`src/rtl/cluster_gen_pkg.sv`:
```
// Shared types and helpers for the synthetic cluster-rate generator.
package cluster_gen_pkg;

    typedef enum logic [1:0] {
        IDLE = 2'd0,
        RUN  = 2'd1,
        DONE = 2'd2
    } state_t;

    localparam int MAX_CLUSTERS = 8;

    // A zero-size event would be invisible downstream, so it counts as one cluster.
    function automatic logic [3:0] clip_size(input logic [3:0] size);
        if (size == 4'd0) begin
            return 4'd1;
        end
        if (size > 4'(MAX_CLUSTERS)) begin
            return 4'(MAX_CLUSTERS);
        end
        return size;
    endfunction

endpackage

```
`src/rtl/rate_nco.sv`:
```
// Modulo-F phase accumulator: one tick per F/rate clocks on average, rate saturated to F.
module rate_nco #(
    parameter int unsigned g_CLK_FREQUENCY = 40079000,
    parameter int          g_COUNTER_WIDTH = 32
) (
    input  logic                       clock,
    input  logic                       reset,
    input  logic                       clear,
    input  logic                       enable,
    input  logic [g_COUNTER_WIDTH-1:0] rate,
    output logic                       tick,
    output logic                       fire
);

    localparam logic [g_COUNTER_WIDTH:0] MODULUS = (g_COUNTER_WIDTH + 1)'(g_CLK_FREQUENCY);

    logic [g_COUNTER_WIDTH:0] acc;
    logic [g_COUNTER_WIDTH:0] rate_ext;
    logic [g_COUNTER_WIDTH:0] rate_sat;
    logic [g_COUNTER_WIDTH:0] sum;

    // acc < F and rate_sat <= F, so the sum stays below 2F without overflow.
    assign rate_ext = {1'b0, rate};
    assign rate_sat = (rate_ext >= MODULUS) ? MODULUS : rate_ext;
    assign sum      = acc + rate_sat;

    // fire is the same-edge decision the parent needs for its counter and FSM.
    assign fire     = enable && (sum >= MODULUS);

    always_ff @(posedge clock) begin
        if (reset || clear) begin
            acc  <= '0;
            tick <= 1'b0;
        end else if (enable) begin
            acc  <= fire ? (sum - MODULUS) : sum;
            tick <= fire;
        end else begin
            tick <= 1'b0;
        end
    end

endmodule

```
`src/rtl/cluster_rate_generator.sv`:
```
// Synthetic cluster source: emits cluster_count increments at a programmed rate,
// continuously or as a fixed-length burst, under start/stop/resync control.
module cluster_rate_generator
    import cluster_gen_pkg::*;
#(
    parameter int unsigned g_CLK_FREQUENCY     = 40079000,
    parameter int          g_COUNTER_WIDTH     = 32,
    parameter int          g_INCREMENTER_WIDTH = 8
) (
    input  logic                           clock,
    input  logic                           reset,
    input  logic                           start_i,
    input  logic                           stop_i,
    input  logic                           ttc_resync,
    input  logic [g_COUNTER_WIDTH-1:0]     rate_i,
    input  logic [3:0]                     cluster_size_i,
    input  logic [g_COUNTER_WIDTH-1:0]     burst_len_i,
    output logic [g_INCREMENTER_WIDTH-1:0] cluster_count_o,
    output logic                           busy_o,
    output logic                           done_o,
    output logic [g_COUNTER_WIDTH-1:0]     events_sent_o
);

    localparam logic [g_COUNTER_WIDTH-1:0] ONE = {{(g_COUNTER_WIDTH-1){1'b0}}, 1'b1};

    state_t                     state;
    state_t                     state_next;
    logic [g_COUNTER_WIDTH-1:0] rate_q;
    logic [g_COUNTER_WIDTH-1:0] burst_q;
    logic [3:0]                 size_q;
    logic [g_COUNTER_WIDTH-1:0] events_sent;
    logic                       abort;
    logic                       accept_start;
    logic                       nco_enable;
    logic                       nco_tick;
    logic                       nco_fire;
    logic                       last_event;

    // stop and resync both win over a same-cycle start or emission.
    assign abort        = stop_i | ttc_resync;
    assign accept_start = (state == IDLE) && start_i && !abort;
    assign nco_enable   = (state == RUN) && !abort;
    assign last_event   = nco_fire && (burst_q != '0) && (events_sent == burst_q - ONE);

    rate_nco #(
        .g_CLK_FREQUENCY(g_CLK_FREQUENCY),
        .g_COUNTER_WIDTH(g_COUNTER_WIDTH)
    ) u_rate_nco (
        .clock  (clock),
        .reset  (reset),
        .clear  (accept_start),
        .enable (nco_enable),
        .rate   (rate_q),
        .tick   (nco_tick),
        .fire   (nco_fire)
    );

    always_comb begin
        state_next = state;
        case (state)
            IDLE: if (accept_start) state_next = RUN;
            RUN: begin
                if (abort) begin
                    state_next = IDLE;
                end else if (last_event) begin
                    state_next = DONE;
                end
            end
            DONE:    state_next = IDLE;
            default: state_next = IDLE;
        endcase
    end

    always_ff @(posedge clock) begin
        if (reset) begin
            state       <= IDLE;
            rate_q      <= '0;
            burst_q     <= '0;
            size_q      <= 4'd1;
            events_sent <= '0;
        end else begin
            state <= state_next;
            if (accept_start) begin
                rate_q  <= rate_i;
                burst_q <= burst_len_i;
                size_q  <= clip_size(cluster_size_i);
            end
            if (ttc_resync || accept_start) begin
                events_sent <= '0;
            end else if (nco_fire && (events_sent != '1)) begin
                events_sent <= events_sent + ONE;
            end
        end
    end

    // Every output is decoded from registers only, so it moves solely on clock edges.
    assign cluster_count_o = nco_tick ? g_INCREMENTER_WIDTH'(size_q) : '0;
    assign busy_o          = (state == RUN);
    assign done_o          = (state == DONE);
    assign events_sent_o   = events_sent;

endmodule

```
`config.mk`:
```
export PLATFORM = sky130hd
export DESIGN_NAME = cluster_rate_generator
export DESIGN_NICKNAME = d
export VERILOG_FILES = /design/src/rtl/cluster_gen_pkg.sv /design/src/rtl/rate_nco.sv /design/src/rtl/cluster_rate_generator.sv
export SDC_FILE = /design/constraint.sdc
export NUM_CORES = 1
export LEC_CHECK = 0
export BUFFER_PORTS_ARGS = -buffer_cell sky130_fd_sc_hd__buf_2
export CAP_MARGIN = 20
export CORE_ASPECT_RATIO = 0.8
export CORE_MARGIN = 1.5
export CORE_UTILIZATION = 54
export DETAILED_ROUTE_END_ITERATION = 16
export PLACE_DENSITY = 0.89
export SETUP_SLACK_MARGIN = 0.15
export SLEW_MARGIN = 20
export SYNTH_ARGS = -nofsm -noshare
export SYNTH_HDL_FRONTEND = slang
export SYNTH_HIERARCHICAL = 1
export SYNTH_SLANG_ARGS = --single-unit
```
`constraint.sdc`:
```
create_clock -name clock -period 6.5 [get_ports clock]
set_input_delay 0.975 -clock clock [delete_from_list [all_inputs] [get_ports clock]]
set_output_delay 0.975 -clock clock [all_outputs]
set_load 0.05 [all_outputs]
```
==> reports/summary.txt <==
Outcome - complete, no violations
GR Overflow Total - 0
FP Rows - 44
First-pass GRT wire length - 48800 um
Final hold violations - 0
Post-synth EDFFs - 0
Number of detailed-route iterations in the first pass - 7
# IOs - 115
Register area - 2723 um^2
Nets - 1524
Area of the die - 19120 um^2
Area growth syn-to-layout - 17.34%
Setup Total Neg Slack - 0 ns
Crit path launch type - flip-flop
Max Freq - 160.8 MHz
Lkg Pwr - 0.004653 uW
Area of the multi-input gates - 6933 um^2
Clk_skew - 0.007479 ns
Crit. End Element - flip-flop
Largest delay share family, worst path - simple AND/OR/NAND/NOR gates
Worst-path clk slew - 0.06 ns
Crit path buf inv count - 4
VDD IR-drop max - 0.1599 mV
TritonCTS Buffers - 17
Pwr dens - 202.1 nW/um^2
Core Box Area - 18000 um^2
Antenna cells - 0
Minimum clock period - 6.219 ns
DRT iter0 DRCs - 1582
Average via count per standard cell - 6.402
Reg-to-reg critical path startpoint - rate_q[3]
Critical path class - reg -> reg
Fill cells - 1522
Worst rel slew slack - 0.4550
Maxcap violations - 0
Critical path data arrival time - 6.56 ns
Hold path startpoint - size_q[2]
Syn Inst Count - 1300
Tot Pwr - 2342 uW
Largest net degree at the start of global routing - 71
Number of port buffers - 110
Hold Buf Count CTS - 0
Setup WS post-layout - 0.2810 ns
Slew @ Worst Pin - 0.8145 ns
Final wirelength - 31710 um
Worst Hold Class - reg -> reg
Yosys reg bits - 136
Post-route ant nets - 0
Finished Cell Area - 11590 um^2
Die Ht - 124.0 um
WHS - 0.4515 ns
Dpl cell area - 10700 um^2
Main synth FF type - dfxtp_1
Synth area leaders - dfxtp_1, nand2_1, a21oi_1
FFs w/ async S/R, synth - 0
R2R Path End - events_sent_o[17]
Clock tree sinks - 136
R2R setup slack - 0.28 ns
DR DRC count - 0
Gpl congestion - 0.9851
Sequential fraction of the synthesis area - 0.2757
Tot GR Track Use - 0.3209
Slew Limit Fails - 0
Reg2reg path depth - 27
Distinct cells, synth - 104
Biggest area consumer among synthesized cells - dfxtp_1
H-tree levels - 4
Share of cells above drive strength 1 - 0.1996
Unrepaired setup endpoints after global routing - false
WL per Instance - 19.12 um
Die X - 154.2 um
Worst-path fanout max - 8
Hpwl dp - 22900 um
CP max stage cell - or4_4
Via count - 10.62k
Mapped Area - 9877 um^2
Hold path endpoint - size_q[2]
Initial antenna violation count - 0
WP data required - 6.84 ns
Syn. warnings - 6
Final setup violating endpoints - 0
Max stage delay on crit path - 0.44 ns
Clk_lat worst skew - 0.42 ns
Share of Yosys cell area claimed by the top area cell type - 0.2757
Vias in the first global route - 9413
Pre-CTS worst setup slack - -0.01168 ns
Initial core utilization - 0.5487
CTS tree - yes
Final Cycle Share - 0.9568
Post-Syn Area per Cell - 7.598 um^2
CTS Buffer Depth - 2
Hold Crit Depth - 2
CTS root buffer - clkbuf_16
per-layer routing:
layer | wire (um) | share of wire | vias to the layer above | track usage
met2 | 13490 | 0.43 | 683 | 0.4887
met3 | 3715 | 0.12 | 79 | 0.06437
met1 | 13770 | 0.43 | 4901 | 0.4559
li1 | - | - | 4952 | -
met5 | 0 | 0 | - | 0
met4 | 726 | 0.023 | 0 | 0.1019
placed cells by master, fill, tap and decap left out, types with 38 or more instances in the layout:
| cell | netlist | layout |
|---|---|---|
| a21oi_1 | 136 | 126 |
| o21ai_0 | 46 | 41 |
| xnor2_1 | 48 | 48 |
| buf_2 | 10 | 110 |
| xor2_1 | 43 | 43 |
| nand2_1 | 208 | 207 |
| nor2_1 | 104 | 103 |
| nand3_1 | 38 | 38 |
| buf_4 | 7 | 54 |
| dfxtp_1 | 136 | 136 |
registers in the layout, summed over array words and instances, names as in the netlist:
register	cells
u_rate_nco/acc	33
events_sent_o	32
rate_q	32
state	2
u_rate_nco/tick	1
burst_q	32
size_q	4
timing repair:
item | 4_1_cts | 5_1_grt
pin swaps | 3 | 14
resized for setup | 7 | 46
cloned | 0 | 1
buffers inserted | 4 | 5
endpoints found under the setup margin | 13 | 31
worst register-to-register path: cells and delay by family (launching register included):
family	cells	cell delay, ns
compound gates	11	2.21
fa+ha+maj	1	0.43
simple gates	11	2.47
buf+inv	4	0.70
flops	1	0.32
synthesized netlist by cell type (4+ instances only):
library cell    n
inv_1          16
buf_4           7
and3_1         22
o21ai_1         7
xnor2_1        48
nand2_1       208
and2_1         29
dfxtp_1       136
xor2_1         43
nand3b_1        5
nor2b_1         6
or3_1          22
o31ai_1         5
and4_1         16
o211ai_1       13
nand4b_1        4
a22o_1          8
a21oi_1       136
nand3_1        38
nand4_1        23
buf_6           6
o21ai_0        46
a211o_1         7
nor2_1        104
ha_1           35
buf_2          10
nor3_1         37
or4_1           5
o2111ai_1       5
a311oi_1        8
a21o_1          8
a31oi_1        14
nor4_1         13
mux2i_1        14
a41oi_1         4
a211oi_1       20
o21a_1          4
nand2b_1       16
clkbuf_1       52
cell families after synthesis:
logic type | after synthesis | share of synthesized area
compound gates | 343 | 0.2326
xor+xnor | 92 | 0.08234
fa+ha+maj | 36 | 0.04636
buf+inv | 94 | 0.04586
flops | 136 | 0.2757
mux | 15 | 0.01533
other cells | 2 | 0.0007604
simple gates | 582 | 0.3011
how the worst max path moves through the flow:
stage	from	to	slack, ns	cells past startpoint
after floorplan	rate_q[3]	events_sent_o[19]	0.30	29
after global placement	rate_q[3]	state[0]	0.21	27
after detailed placement	rate_q[6]	state[0]	-0.01	27
after CTS	rate_q[3]	state[0]	0.16	26
after global routing	rate_q[3]	state[0]	0.10	27
final	rate_q[3]	events_sent_o[17]	0.28	27
through the flow:
| step | cells | util |
|---|---|---|
| after floorplan | 1308 | - |
| after global placement | 1616 | 0.5945 |
| after detailed placement | 1616 | 0.5945 |
| after CTS | 1652 | 0.6318 |
| after global routing | 1658 | 0.6438 |
| final | 1658 | 0.6438 |
area by class of cell:
| type | instances | area share |
|---|---|---|
| clock inverter | 14 | 0.01609 |
| sequential | 136 | 0.2349 |
| timing repair buffer | 165 | 0.08345 |
| multi-input combinational | 1078 | 0.5982 |
| inverter | 17 | 0.005506 |
| tap | 230 | 0.02483 |
| clock buffer | 18 | 0.03703 |
power by group:
group	switching, uW	internal (uW)	leakage [uW]
registers	20.2	850	0.00110
clock network	411	616	0.000295
logic	277	168	0.00326
Power figures use the tool's default switching activity.
